**src/rtl/mem_stage_ctrl_pkg.sv**
```systemverilog
// Shared codes for the memory stage: RISC-V opcodes, load/store funct3 values,
// the NOP encoding, memory direction encodings and the FSM state type.
package mem_stage_ctrl_pkg;
    localparam logic [6:0]  OP_LOAD   = 7'b0000011;
    localparam logic [6:0]  OP_STORE  = 7'b0100011;
    localparam logic [2:0]  F3_B      = 3'd0;
    localparam logic [2:0]  F3_H      = 3'd1;
    localparam logic [2:0]  F3_W      = 3'd2;
    localparam logic [2:0]  F3_D      = 3'd3;
    localparam logic [2:0]  F3_BU     = 3'd4;
    localparam logic [2:0]  F3_HU     = 3'd5;
    localparam logic [2:0]  F3_WU     = 3'd6;
    localparam logic [31:0] NOP       = 32'h0000_0013;
    localparam logic        MEM_READ  = 1'b0;
    localparam logic        MEM_WRITE = 1'b1;

    typedef enum logic {IDLE, BUSY} state_t;
endpackage

```
**src/rtl/mem_lane_align.sv**
```systemverilog
// Combinational byte-lane steering: store data/byte enables into lanes,
// load data out of lanes with sign/zero extension, plus the alignment check.
module mem_lane_align
    import mem_stage_ctrl_pkg::*;
#(
    parameter  int XLEN  = 32,
    localparam int NB    = XLEN / 8,
    localparam int OFF_W = $clog2(NB)
) (
    input  logic [2:0]       i_funct3,
    input  logic [OFF_W-1:0] i_offset,
    input  logic [XLEN-1:0]  i_wdata,
    input  logic [XLEN-1:0]  i_rdata,
    output logic [NB-1:0]    o_be,
    output logic [XLEN-1:0]  o_wdata,
    output logic [XLEN-1:0]  o_load_data,
    output logic             o_misalign
);
    logic [NB-1:0]    w_lanes;
    logic [OFF_W-1:0] w_amask;
    logic             w_sext;
    logic             w_bad;
    logic [XLEN-1:0]  w_keep;
    logic [XLEN-1:0]  w_shift;
    logic             w_neg;

    always_comb begin
        w_lanes = '0;
        w_amask = '0;
        w_sext  = 1'b0;
        w_bad   = 1'b0;
        w_keep  = '0;
        case (i_funct3)
            F3_B:  begin w_lanes = NB'(1);  w_sext = 1'b1; end
            F3_BU: begin w_lanes = NB'(1); end
            F3_H:  begin w_lanes = NB'(3);  w_amask = OFF_W'(1); w_sext = 1'b1; end
            F3_HU: begin w_lanes = NB'(3);  w_amask = OFF_W'(1); end
            F3_W:  begin w_lanes = NB'(15); w_amask = OFF_W'(3); w_sext = 1'b1; end
            F3_WU: begin w_lanes = NB'(15); w_amask = OFF_W'(3); end
            F3_D:  begin
                // Doubleword only exists on a 64-bit datapath
                if (NB == 8) begin
                    w_lanes = '1;
                    w_amask = OFF_W'(7);
                end else begin
                    w_bad = 1'b1;
                end
            end
            default: w_bad = 1'b1;
        endcase
        for (int i = 0; i < NB; i++) begin
            w_keep[8*i +: 8] = {8{w_lanes[i]}};
        end
    end

    assign w_shift     = i_rdata >> {i_offset, 3'b000};
    // Sign bit is the topmost kept bit of the right-aligned data
    assign w_neg       = w_sext && |(w_shift & w_keep & ~(w_keep >> 1));
    assign o_load_data = w_neg ? (w_shift | ~w_keep) : (w_shift & w_keep);
    assign o_be        = w_lanes << i_offset;
    assign o_wdata     = i_wdata << {i_offset, 3'b000};
    assign o_misalign  = w_bad || |(i_offset & w_amask);
endmodule

```
**src/rtl/mem_stage_ctrl.sv**
```systemverilog
// Memory pipeline stage: accepts one instruction at a time, issues a held
// memory request for aligned loads/stores, and reports results or exceptions.
module mem_stage_ctrl
    import mem_stage_ctrl_pkg::*;
#(
    parameter int XLEN     = 32,
    parameter int ADDR_W   = 32,
    parameter int MAX_WAIT = 15
) (
    input  logic                clock,
    input  logic                reset,
    input  logic                in_valid,
    input  logic [31:0]         inst,
    input  logic [ADDR_W-1:0]   addr,
    input  logic [XLEN-1:0]     wdata,
    output logic                mem_req,
    output logic                mem_we,
    output logic [ADDR_W-1:0]   mem_addr,
    output logic [XLEN/8-1:0]   mem_be,
    output logic [XLEN-1:0]     mem_wdata,
    input  logic                mem_ready,
    input  logic [XLEN-1:0]     mem_rdata,
    output logic                stall,
    output logic                out_valid,
    output logic [31:0]         inst_out,
    output logic [4:0]          rd,
    output logic [6:0]          opcode,
    output logic [XLEN-1:0]     load_data,
    output logic                misalign,
    output logic                bus_err
);
    localparam int NB    = XLEN / 8;
    localparam int OFF_W = $clog2(NB);
    localparam int CNT_W = $clog2(MAX_WAIT + 1);

    state_t            r_state;
    logic [CNT_W-1:0]  r_cnt;
    logic              r_mem_req, r_mem_we;
    logic [ADDR_W-1:0] r_mem_addr;
    logic [NB-1:0]     r_mem_be;
    logic [XLEN-1:0]   r_mem_wdata;
    logic              r_out_valid, r_misalign, r_bus_err;
    logic [31:0]       r_inst_out, r_inst;
    logic [4:0]        r_rd;
    logic [6:0]        r_opcode;
    logic [XLEN-1:0]   r_load_data;
    logic [2:0]        r_f3;
    logic [OFF_W-1:0]  r_off;

    logic              w_busy, w_is_mem, w_misalign, w_accept_mem;
    logic [2:0]        w_f3;
    logic [OFF_W-1:0]  w_off;
    logic [NB-1:0]     w_be;
    logic [XLEN-1:0]   w_wdata, w_load;

    assign w_busy       = (r_state == BUSY);
    assign w_is_mem     = (inst[6:0] == OP_LOAD) || (inst[6:0] == OP_STORE);
    assign w_accept_mem = !w_busy && in_valid && w_is_mem && !w_misalign;
    // One lane aligner serves both directions: incoming fields while idle,
    // the captured access while waiting for read data
    assign w_f3         = w_busy ? r_f3  : inst[14:12];
    assign w_off        = w_busy ? r_off : addr[OFF_W-1:0];

    mem_lane_align #(.XLEN(XLEN)) u_align (
        .i_funct3    (w_f3),
        .i_offset    (w_off),
        .i_wdata     (wdata),
        .i_rdata     (mem_rdata),
        .o_be        (w_be),
        .o_wdata     (w_wdata),
        .o_load_data (w_load),
        .o_misalign  (w_misalign)
    );

    always_ff @(posedge clock) begin
        if (reset) begin
            r_state     <= IDLE;
            r_cnt       <= '0;
            r_mem_req   <= 1'b0;
            r_mem_we    <= MEM_READ;
            r_mem_be    <= '0;
            r_out_valid <= 1'b0;
            r_misalign  <= 1'b0;
            r_bus_err   <= 1'b0;
            r_inst_out  <= NOP;
            r_rd        <= '0;
            r_opcode    <= '0;
            r_load_data <= '0;
        end else begin
            r_out_valid <= 1'b0;
            r_misalign  <= 1'b0;
            r_bus_err   <= 1'b0;
            case (r_state)
                IDLE: begin
                    if (in_valid && (!w_is_mem || w_misalign)) begin
                        r_out_valid <= 1'b1;
                        r_misalign  <= w_is_mem;
                        r_inst_out  <= inst;
                        r_rd        <= inst[11:7];
                        r_opcode    <= inst[6:0];
                    end else if (w_accept_mem) begin
                        r_state   <= BUSY;
                        r_cnt     <= '0;
                        r_mem_req <= 1'b1;
                        r_mem_we  <= (inst[6:0] == OP_STORE) ? MEM_WRITE : MEM_READ;
                        r_mem_be  <= w_be;
                    end
                end
                BUSY: begin
                    // A ready arriving on the final allowed cycle still completes cleanly
                    if (mem_ready || (r_cnt == CNT_W'(MAX_WAIT - 1))) begin
                        r_state     <= IDLE;
                        r_mem_req   <= 1'b0;
                        r_out_valid <= 1'b1;
                        r_bus_err   <= !mem_ready;
                        r_inst_out  <= r_inst;
                        r_rd        <= r_inst[11:7];
                        r_opcode    <= r_inst[6:0];
                        if (mem_ready && (r_inst[6:0] == OP_LOAD)) begin
                            r_load_data <= w_load;
                        end
                    end else begin
                        r_cnt <= r_cnt + 1'b1;
                    end
                end
            endcase
        end
    end

    always_ff @(posedge clock) begin
        if (w_accept_mem) begin
            r_mem_addr  <= {addr[ADDR_W-1:OFF_W], {OFF_W{1'b0}}};
            r_mem_wdata <= w_wdata;
            r_inst      <= inst;
            r_f3        <= inst[14:12];
            r_off       <= addr[OFF_W-1:0];
        end
    end

    assign stall     = w_busy;
    assign mem_req   = r_mem_req;
    assign mem_we    = r_mem_we;
    assign mem_addr  = r_mem_addr;
    assign mem_be    = r_mem_be;
    assign mem_wdata = r_mem_wdata;
    assign out_valid = r_out_valid;
    assign misalign  = r_misalign;
    assign bus_err   = r_bus_err;
    assign inst_out  = r_inst_out;
    assign rd        = r_rd;
    assign opcode    = r_opcode;
    assign load_data = r_load_data;
endmodule

```
**config.mk**
```make
export PLATFORM = sky130hd
export DESIGN_NAME = mem_stage_ctrl
export DESIGN_NICKNAME = d
export VERILOG_FILES = /design/src/rtl/mem_stage_ctrl_pkg.sv /design/src/rtl/mem_lane_align.sv /design/src/rtl/mem_stage_ctrl.sv
export SDC_FILE = /design/constraint.sdc
export NUM_CORES = 1
export LEC_CHECK = 0
export ABC_AREA = 1
export CELL_PAD_IN_SITES_DETAIL_PLACEMENT = 1
export CELL_PAD_IN_SITES_GLOBAL_PLACEMENT = 1
export CORE_UTILIZATION = 36
export CTS_CLUSTER_DIAMETER = 200
export CTS_CLUSTER_SIZE = 30
export DETAILED_ROUTE_END_ITERATION = 10
export HOLD_SLACK_MARGIN = 0.12
export PLACE_DENSITY = 0.93
export SYNTH_ARGS = -nofsm -noshare
export SYNTH_HDL_FRONTEND = slang
export SYNTH_HIERARCHICAL = 1
export SYNTH_SLANG_ARGS = --single-unit
```
**constraint.sdc**
```tcl
create_clock -name clock -period 7.6 [get_ports clock]
set_clock_uncertainty 0.05 [all_clocks]
set_input_delay 0.76 -clock clock [delete_from_list [all_inputs] [get_ports clock]]
set_output_delay 0.76 -clock clock [all_outputs]
set_load 0.005 [all_outputs]
```
# Word-level counts from Yosys, hierarchy flattened

Cells that the tools add are included.

Input bits: 132
Logic and storage cells: 105
RAM bits: 0
Memories: 0
Output and inout bits: 150
Register bits: 189
ROM bits: 0
Latch bits: 0

Bitwise operators: 9
Shift-type cells: 3
Add/subtract/negate cells: 1
Equality and inequality tests: 14
$mul: 0
Reductions and logical operators: 29
$lt $le $gt $ge: 0
Multiplexer cells: 32
Divide/modulo/power cells: 0

Operators with widths:

| operator                                      | number |
|---|---|
| 2-to-1 mux 32 bit                             | 3 |
| bitwise AND 32 bit                            | 2 |
| one-hot mux 32 bit (2 select lines)           | 1 |
| NOT 31 -> 32 bit                              | 1 |
| NOT 32 bit                                    | 1 |
| OR 32 bit                                     | 1 |
| OR reduction 32 bit                           | 1 |
| << shifter 32 x 5 -> 32 bit                   | 1 |
| >> shifter 32 x 5 -> 32 bit                   | 1 |
| == test 7 x 2 -> 1 bit, second input constant | 2 |
| 2-to-1 mux 7 bit                              | 2 |
| one-hot mux 7 bit (2 select lines)            | 1 |
| 2-to-1 mux 4 bit                              | 3 |
| one-hot mux 4 bit (3 select lines)            | 1 |
| AND reduction 3 bit                           | 4 |
| 2-to-1 mux 1 bit                              | 11 |
| 2-to-1 mux 5 bit                              | 2 |
| one-hot mux 5 bit (2 select lines)            | 1 |
| == test 3 bit, second input constant          | 3 |
| OR reduction 3 bit                            | 3 |
| != test 2 bit, second input constant          | 4 |
| one-hot mux 4 bit (2 select lines)            | 1 |
| OR reduction 2 bit                            | 4 |
| == test 7 x 6 -> 1 bit, second input constant | 1 |
| other kinds (18)                              | 33 |

# Longest topological paths before layout

Gate-level depths: netlist of run 1.

Word-level depth: 12
Mapped depth: 17
Mapped depth without buffers: 15

# Modules after synthesis

The synthesis of run 1 kept the hierarchy.

By module, submodules not included:

| module         | area each (um^2) | times used | cells each |
|---|---|---|---|
| mem_stage_ctrl | 6716.4           | 1          | 597 |
| mem_lane_align | 1432.6           | 1          | 295 |

# Worst setup path after synthesis of run 1

OpenSTA, ideal clock, no wires.

Path kind: flip-flop to flip-flop
From: register r_state (netlist: stall)
To: register r_mem_addr[10] (netlist: mem_addr[10]), enable pin
Slack: 4.230 ns
Path buffers: 4
Period minus slack after synthesis: 3.370 ns
Cell stages (with the launch flop): 13
Data required time: 7.141 ns
Setup time: 0.409 ns
Arrival: 2.911 ns
Cells stage by stage: dfxtp_1 > inv_2 > clkbuf_1 > nand2_1 > nand2_1 > buf_4 > buf_2 > buf_2 > nand2_1 > nand3_1 > inv_1 > nand4_2 > inv_2

RTL lines:

| what                     | line                  | RTL |
|---|---|---|
| start: declaration       | mem_stage_ctrl.sv:36  | `state_t r_state;` |
| start signal: assignment | mem_stage_ctrl.sv:77  | `r_state <= IDLE;` |
| start signal: assignment | mem_stage_ctrl.sv:102 | `r_state <= BUSY;` |
| start signal: assignment | mem_stage_ctrl.sv:112 | `r_state <= IDLE;` |
| 2-to-1 mux 2 bit         | mem_stage_ctrl.sv:62  | `assign w_off = w_busy ? r_off : addr[OFF_W-1:0];` |
| net w_off[1]             | mem_stage_ctrl.sv:52  | `logic [OFF_W-1:0] w_off;` |
| bitwise AND 2 bit        | mem_lane_align.sv:62  | `assign o_misalign = w_bad \|\| \|(i_offset & w_amask);` |
| OR reduction 2 bit       | mem_lane_align.sv:62  |  |
| logical OR 1 bit         | mem_lane_align.sv:62  |  |
| net w_misalign           | mem_stage_ctrl.sv:50  | `logic w_busy, w_is_mem, w_misalign, w_accept_mem;` |
| logical NOT 1 bit        | mem_stage_ctrl.sv:58  | `assign w_accept_mem = !w_busy && in_valid && w_is_mem && !w_misalign;` |
| logical AND 1 bit        | mem_stage_ctrl.sv:58  |  |
| net w_accept_mem         | mem_stage_ctrl.sv:50  |  |
| end signal: assignment   | mem_stage_ctrl.sv:132 | `r_mem_addr <= {addr[ADDR_W-1:OFF_W], {OFF_W{1'b0}}};` |
| end: declaration         | mem_stage_ctrl.sv:39  | `logic [ADDR_W-1:0] r_mem_addr;` |

The timed path passes the listed nets, and every way through them passes these cells.
A chain may end at the register's enable or synchronous reset.

# Final worst setup path of run 1

From: register r_state (netlist: stall)
To: register r_inst_out[27] (netlist: inst_out[27])

RTL lines:

| what                                 | line                  | RTL |
|---|---|---|
| 2-to-1 mux 2 bit                     | mem_stage_ctrl.sv:62  |  |
| net w_off[0]                         | mem_stage_ctrl.sv:52  |  |
| bitwise AND 2 bit                    | mem_lane_align.sv:62  |  |
| OR reduction 2 bit                   | mem_lane_align.sv:62  |  |
| logical OR 1 bit                     | mem_lane_align.sv:62  |  |
| net w_misalign                       | mem_stage_ctrl.sv:50  |  |
| logical OR 1 bit                     | mem_stage_ctrl.sv:95  | `if (in_valid && (!w_is_mem \|\| w_misalign)) begin` |
| logical AND 1 bit                    | mem_stage_ctrl.sv:95  |  |
| != test 2 bit (no source line)       | --                    |  |
| AND reduction 2 bit (no source line) | --                    |  |
| end signal: assignment               | mem_stage_ctrl.sv:98  | `r_inst_out <= inst;` |
| end signal: assignment               | mem_stage_ctrl.sv:116 | `r_inst_out <= r_inst;` |
| end: declaration                     | mem_stage_ctrl.sv:43  | `logic [31:0] r_inst_out, r_inst;` |

The timed path passes the listed nets, and every way through them passes these cells.

==> out/summary.txt, run 1 <==
Setup slack after layout -> 2.701 ns
Seq/Total Area, Yosys -> 55.27%
Crit-path max cell delay -> 0.89 ns
Tmin final -> 4.899 ns
First-pass iteration count of the detailed router -> 9
Routability cong. -> 0.9251
Chip height -> 152.5 um
Grt ovf -> 0
Clk Latency, worst-skew pair -> 0.43 ns
Nets -> 1267
Top_reg_cell synth -> edfxtp_1
Root Driver -> clkbuf_16
Number of global-route vias before repair -> 7555
Setup Fix Bufs, Post-CTS -> 0
Post-Syn Area -> 8149 um^2
CP Data Arrival Time -> 5.10 ns
Max-slew violation count -> 0
Number of synthesized flops with an enable pin -> 96
All-Layer GR Usage -> 22.92%
Antenna violations before repair -> 1
Clk buf depth -> 2
Pwr Density -> 188.3 nW/um^2
DR iter-0 viols -> 412
Fin crit share -> 64.46%
DIE AREA -> 23240 um^2
CP max-delay cell -> dfxtp_2
DRC Markers -> 25
H-Tree Depth -> 4
Clock Pin Slew Worst Setup and Hold Paths -> 0.07 ns
Antenna Violating Nets Remaining -> 0
First-pass GRT wire length -> 41370 um
Worst Path Required -> 7.80 ns
Clock tree from TritonCTS -> built
Hold Crit Depth -> 2
Hold Vio Cnt, Final -> 0
Syn_area_per_cell -> 9.136 um^2
Cts bufs inserted -> 17
Post-synth top area cell -> edfxtp_1
Routed WL -> 26530 um
Startpoint types -> flip-flop
Synth Instances -> 892
Count of boundary I/O pins -> 282
Dpl ws -> 2.661 ns
Reg2Reg Depth -> 11
Worst VDD drop -> 129.2 uV
Post-synth cell types -> 39
Min-delay worst type -> flip-flop to flip-flop
Setup tns final -> 0 ns
Syn. warnings -> 6
Failing checks -> DRC
Worst-path maximum fanout -> 47
# fillers -> 2536
Cell Rows -> 54
Core area -> 22030 um^2
WL per Instance -> 18.68 um
Status -> finished, violations left
Max Cap Violations -> 0
Initial Utilization -> 37.00%
Share of cells above drive strength 1 -> 9.123%
Most common cell in the synthesized netlist -> nand2_1
Area delta synth->final -> 40.43%
Critical path, cell by cell -> inv_2 > nand2_1 > nand2_2 > nand2_1 > nand3_1 > inv_1 > nand4_1 > nand2_2 > nand2_2 > nand2_1 > a21oi_1
Clock tree sinks -> 177
# diodes -> 0
RSZ-0062 raised after global routing -> no
Setup CP Type -> flip-flop to flip-flop
Ys async rst share -> 0%
Seq cells post-synth -> 177
Final HPWL from detailed placement -> 18860 um
Static Leak -> 4.388 nW
Max transition margin -> 15.92%
Tightest Pin Transition -> 1.260 ns
Vias -> 7245
Pin count of the biggest net entering global routing -> 63
I/O Buffers -> 279
Fmax -> 0.2041 GHz
Final setup fails -> 0
Hold_buf cts -> 0
List of most frequent post-synthesis cells -> 256 x nand2_1, 112 x nor2_1, 96 x edfxtp_1
Endpoint type of the worst setup path -> flip-flop
Resize count post-CTS -> 0
Die W -> 152.5 um
Top cells by area, synth -> edfxtp_1 35%, dfxtp_1 20%, nand2_1 12%, nor2_1 5.2%, nand3_2 3.3%
Top-area cell type share of the netlist area -> 35.38%
Vias per std cell -> 5.102
[area by class of cell]
class | count | area, um^2 | share of cell area (%)
clock inverters | 15 | 155.1 | 1.356
flip-flops and latches | 177 | 4506 | 39.37
multi-input cells | 619 | 3082 | 26.93
inverters | 30 | 115.1 | 1.006
repair buffers | 282 | 2810 | 24.56
clock buffers | 17 | 425.4 | 3.717
well taps | 280 | 350.3 | 3.061
[state kept, by name, summed over array words and instances (netlist names), 2 cells and up]
| register | flops |
|---|---|
| mem_addr | 30 |
| mem_wdata | 32 |
| r_cnt | 4 |
| r_inst | 32 |
| load_data | 32 |
| r_off | 2 |
| inst_out | 32 |
| mem_be | 4 |
| opcode | 3 |
[per-stage QoR]
stage / utilization, % / instance area [um^2] / total power (W) / hold slack (ns) / instances
floorplan: - / 8153 / 0.001175 / 0.4071 / 893
global placement: 49.32 / 10860 / 0.001294 / 0.4147 / 1388
detailed placement: 49.32 / 10860 / 0.001306 / 0.4230 / 1388
CTS: 51.95 / 11440 / 0.002175 / 0.4402 / 1420
global route: 51.95 / 11440 / 0.002234 / 0.4569 / 1420
finish: 51.95 / 11440 / 0.002155 / 0.4346 / 1420
[metal layers]
layer	global-route usage [%]	part of all wire [%]
met1	26.81	40
met2	41.06	50
met3	5.546	7.0
met4	7.552	2.1
met5	0	0.049
[path summary, 6_finish.rpt]
path,end,slack (ns),from
max,inst_out[27],2.70,stall
min,load_data[31],0.43,load_data[31]
max reg2reg,inst_out[27],2.70,stall
min reg2reg,load_data[31],0.43,load_data[31]
[placed cells by master, fill, tap and decap left out, drive strengths merged]
| master | Yosys | layout |
|---|---|---|
| nor2 | 115 | 115 |
| a211o | 5 | 5 |
| conb | 1 | 2 |
| xnor2 | 1 | 1 |
| a21oi | 65 | 65 |
| nand2 | 261 | 261 |
| or2 | 1 | 1 |
| nor3 | 3 | 3 |
| bufinv | 0 | 1 |
| nand3 | 77 | 77 |
| o221ai | 1 | 1 |
| edfxtp | 96 | 96 |
| clkbuf | 17 | 17 |
| clkdlybuf4s50 | 0 | 278 |
| o211ai | 5 | 5 |
| inv | 30 | 34 |
| clkinvlp | 0 | 2 |
| o21ai | 51 | 51 |
| clkinv | 0 | 8 |
| ha | 8 | 8 |
| nand4 | 4 | 4 |
| dfxtp | 81 | 81 |
| buf | 50 | 4 |
| o22ai | 3 | 3 |
| mux2i | 5 | 5 |
| xor2 | 1 | 1 |
| o31ai | 2 | 2 |
| a22oi | 9 | 9 |
[power by group]
group / total (W) / switching, W / internal [W]
Sequential: 0.00103 / 0.0000108 / 0.00102
Combinational: 0.000256 / 0.000130 / 0.000127
Clock: 0.000867 / 0.000406 / 0.000461
[critical path, delay by kind of cell, from the launching register on]
family | cells | cell delay [ns]
AO/OA/AOI/OAI | 1 | 0.11
buffers and inverters | 2 | 0.62
flip-flops | 1 | 0.89
AND/OR/NAND/NOR | 8 | 2.98
[logic make-up (layout without fill, tap and decap cells)]
family / Yosys count / after routing / share of synthesized area, %
simple gates: 461 / 461 / 25.03
flops: 177 / 177 / 55.27
compound gates: 141 / 141 / 10.58
buf+inv: 97 / 344 / 7.017
fa+ha+maj: 8 / 8 / 1.228
mux: 5 / 5 / 0.6142
xor+xnor: 2 / 2 / 0.2150
other cells: 1 / 2 / 0.04602
No activity file was read; power rests on OpenSTA's default activity.
==> inputs of run 2 (changes only) <==
--- a/config.mk
+++ b/config.mk
@@ -8,12 +8,12 @@
 export ABC_AREA = 1
 export CELL_PAD_IN_SITES_DETAIL_PLACEMENT = 1
 export CELL_PAD_IN_SITES_GLOBAL_PLACEMENT = 1
-export CORE_UTILIZATION = 36
+export CORE_UTILIZATION = 34
 export CTS_CLUSTER_DIAMETER = 200
 export CTS_CLUSTER_SIZE = 30
 export DETAILED_ROUTE_END_ITERATION = 10
 export HOLD_SLACK_MARGIN = 0.12
-export PLACE_DENSITY = 0.93
+export PLACE_DENSITY = 0.89
 export SYNTH_ARGS = -nofsm -noshare
 export SYNTH_HDL_FRONTEND = slang
 export SYNTH_HIERARCHICAL = 1
==> constraint.sdc (replaced) <==
create_clock -name clock -period 5.09 [get_ports clock]
set_clock_uncertainty 0.05 [all_clocks]
set_input_delay 0.509 -clock clock [delete_from_list [all_inputs] [get_ports clock]]
set_output_delay 0.509 -clock clock [all_outputs]
set_load 0.005 [all_outputs]
==> run 2 against run 1 <==
The run now ends clean; first-iteration DRC count shrank 18%; wire length grew 0.43%; via count shrank 0.46%; total power grew 50%; largest power group unchanged.
==> out/summary.txt, run 2 (synthesized netlist as in run 1, its figures left out) <==
Status -> finished, final reports clean
Startpoint types -> flip-flop
Clk Latency, worst-skew pair -> 0.43 ns (about the same)
Clk buf depth -> 2 (unchanged)
H-Tree Depth -> 4 (unchanged)
Clock Pin Slew Worst Setup and Hold Paths -> 0.07 ns (about the same)
Cell Rows -> 56 (+3.7%)
Critical path, cell by cell -> inv_2 > nand2_1 > nand2_1 > inv_1 > ha_1 > nand2_1 > nand3_1 > inv_1 > nand4_2 > inv_4 > buf_12
First-pass GRT wire length -> 40650 um (-1.7%)
Number of global-route vias before repair -> 7485 (-0.93%)
Fin crit share -> 68.63% (+4.2 points)
Tightest Pin Transition -> 1.064 ns (-0.1956 ns)
Worst VDD drop -> 205.6 uV (+59%)
Static Leak -> 4.420 nW (+0.73%)
Final core utilization -> 49.18% (-2.8 points)
RSZ-0062 raised after global routing -> no
Hold_buf cts -> 0 (unchanged)
Pwr Density -> 279.3 nW/um^2 (+48%)
CP delay by family, top -> buffers and inverters
Antenna Violating Nets Remaining -> 0 (unchanged)
Final setup fails -> 0 (unchanged)
CP Buf/Inv Count -> 5 (+3)
Root Driver -> clkbuf_16
Most common cell after layout, fill and taps aside -> clkdlybuf4s50_1
Max transition margin -> 28.80% (+13 points)
Placed Area -> 10950 um^2 (+0.84%)
Crit path top cell by count -> nand2_1
Dpl ws -> 1.447 ns (-1.214 ns)
DIE AREA -> 24590 um^2 (+5.8%)
WL per Instance -> 18.20 um (-2.6%)
Worst-path maximum fanout -> 72 (+53%)
Antenna violations before repair -> 0 (-1)
Setup slack after layout -> 1.597 ns (-1.104 ns)
Hold slack -> 0.4279 ns (-0.006679 ns)
Die W -> 156.8 um (+2.9%)
Fmax -> 0.2863 GHz (+40%)
Final HPWL from detailed placement -> 19110 um (+1.3%)
Routed WL -> 26640 um (+0.43%)
Clock tree sinks -> 177 (unchanged)
Crit-path max cell delay -> 0.49 ns (-0.40 ns)
Area delta synth->final -> 41.67%
All-Layer GR Usage -> 21.77% (-1.1 points)
Grt ovf -> 0 (unchanged)
Nets -> 1271 (+0.32%)
Vias -> 7212 (-0.46%)
Initial Utilization -> 34.72% (-2.3 points)
Vias per std cell -> 4.926 (-3.4%)
Tmin final -> 3.493 ns (-1.406 ns)
Worst Path Required -> 5.13 ns (-2.67 ns)
Setup Fix Bufs, Post-CTS -> 0 (unchanged)
CP Data Arrival Time -> 3.53 ns (-1.57 ns)
Share of cells above drive strength 1 -> 9.615% (+0.49 points)
Max Cap Violations -> 0 (unchanged)
Min-delay worst type -> flip-flop to flip-flop
Pin count of the biggest net entering global routing -> 73 (+16%)
CP max-delay cell -> inv_2
Count of boundary I/O pins -> 282 (unchanged)
Resize count post-CTS -> 0 (unchanged)
First-pass iteration count of the detailed router -> 4 (-5)
Core area -> 23470 um^2 (+6.6%)
Max-slew violation count -> 0 (unchanged)
Endpoint type of the worst setup path -> flip-flop
Clock tree from TritonCTS -> built
Setup tns final -> 0 ns (unchanged)
Most frequent cells in the layout -> 278 x clkdlybuf4s50_1, 254 x nand2_1, 112 x nor2_1
Setup CP Type -> flip-flop to flip-flop
Routability cong. -> 0.8427 (-8.9%)
Cts bufs inserted -> 17 (unchanged)
I/O Buffers -> 279 (unchanged)
Final instance area -> 11540 um^2 (+0.89%)
Chip height -> 156.8 um (+2.9%)
DR iter-0 viols -> 339 (-18%)
Hold Vio Cnt, Final -> 0 (unchanged)
DRC Markers -> 0 (-100%)
==> run 2: final cells by class <==
cell class | count | area (um^2)
diodes | 1 | 2.502
clock buffers | 18 | 429.2
clock inverters | 14 | 158.9
fillers | 2669 | 11930
inverters | 30 | 115.1
multi-input cells | 619 | 3082
flip-flops and latches | 177 | 4506
well taps | 319 | 399.1
repair buffers | 286 | 2853
==> run 2: where the power goes <==
| group | total (W) | switching (W) | internal (W) |
|---|---|---|---|
| logic | 0.000383 | 0.000194 | 0.000190 |
| registers | 0.00154 | 0.0000141 | 0.00152 |
| clock network | 0.00130 | 0.000641 | 0.000664 |
| total | 0.00322 | 0.000848 | 0.00238 |
==> run 2: worst paths after layout <==
path / start / end / slack, ns / cells after the start
worst min-delay path: mem_req / mem_req / 0.43 / 2
worst max-delay path: stall / mem_wdata[4] / 1.60 / 11
worst max register to register: stall / mem_wdata[4] / 1.60 / 11
worst min register to register: mem_req / mem_req / 0.43 / 2
==> run 2: worst min-delay path, stage by stage, from the launching register on <==
cell,delay (ns)
dfxtp_1,0.32
nand2_1,0.06
a21oi_1,0.06
==> run 2: metal layers <==
metal / wire length [um] / GRT usage, % / up-vias
met3: 2460 / 7.145 / 37
met4: 568 / 7.376 / 0
met2: 13160 / 38.60 / 281
met5: 0 / 0 / -
li1: - / - / 3444
met1: 10450 / 24.33 / 3450
==> run 2: per-stage QoR <==
step	total power [W]	cells
2_1_floorplan	0.001754	893
3_3_place_gp	0.001937	1431
3_5_place_dp	0.001951	1431
4_1_cts	0.003260	1463
5_1_grt	0.003342	1463
6_report	0.003225	1464
==> inputs of run 3 (changes only) <==
==> constraint.sdc (replaced) <==
create_clock -name clock -period 3.6 [get_ports clock]
set_clock_uncertainty 0.05 [all_clocks]
set_input_delay 0.36 -clock clock [delete_from_list [all_inputs] [get_ports clock]]
set_output_delay 0.36 -clock clock [all_outputs]
set_load 0.005 [all_outputs]
==> run 3 against run 2 <==
Clock-buffer cell count decreased by 1; first-iteration DRC count rose by 27%; setup slack got worse by 1.2 ns; worst hold slack improved by 0.0056 ns; critical path depth increased by 3; register-to-register slack got worse by 1.2 ns; wire length is 4.4% higher; non-clock buffer count is 9 higher; core utilization is 0.49 points higher; critical path type unchanged; largest power group unchanged.
==> out/summary.txt, run 3 (synthesized netlist as in run 1, its figures left out) <==
DIE AREA -> 24590 um^2 (unchanged)
Startpoint types -> flip-flop
CP Data Arrival Time -> 3.53 ns (about the same)
Count of boundary I/O pins -> 282 (unchanged)
Area delta synth->final -> 43.07%
Worst Path Required -> 3.91 ns (-1.22 ns)
H-Tree Depth -> 4 (unchanged)
Clock tree sinks -> 177 (unchanged)
First-pass iteration count of the detailed router -> 5 (+1)
Most frequent cells in the layout -> 278 x clkdlybuf4s50_1, 254 x nand2_1, 112 x nor2_1
RSZ-0062 raised after global routing -> no
Tmin final -> 3.223 ns (-0.2707 ns)
Worst VDD drop -> 222.7 uV (+8.3%)
Non-filler cells, final -> 1474 (+0.68%)
DRC Markers -> 0 (unchanged)
Grt ovf -> 0 (unchanged)
Setup Fix Bufs, Post-CTS -> 0 (unchanged)
Chip height -> 156.8 um (unchanged)
Dpl cells -> 1440 (+0.63%)
WL per Instance -> 18.87 um (+3.7%)
Routed WL -> 27820 um (+4.4%)
I/O Buffers -> 279 (unchanged)
Vias -> 7374 (+2.2%)
Fmax -> 0.3103 GHz (+8.4%)
Number of global-route vias before repair -> 7590 (+1.4%)
DR iter-0 viols -> 430 (+27%)
Hold Vio Cnt, Final -> 0 (unchanged)
Clock Pin Slew Worst Setup and Hold Paths -> 0.07 ns (about the same)
Register area -> 4506 um^2 (unchanged)
Status -> finished, final reports clean
Max-slew violation count -> 0 (unchanged)
Pwr Density -> 401.6 nW/um^2 (+44%)
Core area -> 23470 um^2 (unchanged)
Share of cells above drive strength 1 -> 10.32% (+0.71 points)
Root Driver -> clkbuf_16
Antenna violations before repair -> 2 (+2)
Static Leak -> 4.482 nW (+1.4%)
Cts bufs inserted -> 17 (unchanged)
Setup tns final -> 0 ns (unchanged)
Min-delay worst type -> flip-flop to flip-flop
Initial Utilization -> 34.72% (unchanged)
Nets -> 1280 (+0.71%)
Resize count post-CTS -> 0 (unchanged)
Worst-path maximum fanout -> 22 (-69%)
Hold_buf cts -> 0 (unchanged)
Final setup fails -> 0 (unchanged)
Vias per std cell -> 5.003 (+1.6%)
Max Cap Violations -> 0 (unchanged)
# fillers -> 2669 (unchanged)
Endpoint type of the worst setup path -> flip-flop
Setup CP Type -> flip-flop to flip-flop
Fin crit share -> 89.52% (+21 points)
Max transition margin -> 30.34% (+1.5 points)
Hold path start -> load_data[31]
All-Layer GR Usage -> 22.79% (+1.0 points)
Clk Latency, worst-skew pair -> 0.42 ns (about the same)
Antenna Violating Nets Remaining -> 0 (unchanged)
Worst Setup SP -> stall
Die W -> 156.8 um (unchanged)
Most common cell after layout, fill and taps aside -> clkdlybuf4s50_1
Pin count of the biggest net entering global routing -> 65 (-11%)
Multi-input combinational cell area -> 3082 um^2 (unchanged)
R2r startpoint -> stall
Routability cong. -> 0.8582 (+1.8%)
First-pass GRT wire length -> 42190 um (+3.8%)
Tightest Pin Transition -> 1.044 ns (-0.02054 ns)
Final HPWL from detailed placement -> 19870 um (+4.0%)
Clk buf depth -> 2 (unchanged)
Clock tree from TritonCTS -> built
Cell Rows -> 56 (unchanged)
## run 3: stage by stage
step | setup WS (ns) | power, W | area (um^2) | util [%] | hold slack [ns]
final | 0.3774 | 0.004682 | 11660 | 49.67 | 0.4334
after global routing | 0.1433 | 0.004858 | 11660 | 49.67 | 0.4168
after CTS | 0.4527 | 0.004726 | 11650 | 49.65 | 0.4173
after detailed placement | 0.2524 | 0.002767 | 11030 | 47.01 | 0.4226
after global placement | 0.4207 | 0.002742 | 11030 | 47.01 | 0.4152
after floorplan | 0.2303 | 0.002480 | 8153 | - | 0.3797
## run 3: routing by layer
metal,global-route usage (%),vias up,wire length [um]
met2,40.57,281,14000
met3,7.422,38,2273
met1,25.31,3586,10890
li1,-,3469,-
met5,0,-,0
met4,7.890,0,658
## run 3: final timing paths
check	to	slack, ns	cells past startpoint
worst min-delay path	load_data[31]	0.43	2
worst max register to register	load_data[11]	0.38	14
worst min register to register	load_data[31]	0.43	2
worst max-delay path	load_data[11]	0.38	14
## run 3: cell type report
cell class / instances / share of cell area [%]
well taps: 319 / 3.423
diodes: 2 / 0.04293
repair buffers: 295 / 25.16
multi-input cells: 619 / 26.43
flip-flops and latches: 177 / 38.65
inverters: 30 / 0.9873
clock buffers: 17 / 3.649
clock inverters: 15 / 1.663
## run 3: power by group
group | switching [W] | total [W] | leakage, nW | internal (W)
Clock | 0.000893 | 0.00196 | 0.303 | 0.00106
Sequential | 0.0000191 | 0.00217 | 1.51 | 0.00215
Combinational | 0.000283 | 0.000555 | 2.67 | 0.000272
## run 3: worst max-delay path, stage by stage (launching register included)
cell and delay, ns:
dfxtp_2 0.35, buf_4 0.30, nand2_1 0.09, nand2_1 0.19, ha_1 0.21, inv_1 0.10, nor2_2 0.58, nand3_1 0.21
nand2_1 0.15, nor2_1 0.07, nand2_2 0.11, nand3_1 0.29, nand2_1 0.17, o21ai_0 0.12, nor2_1 0.15
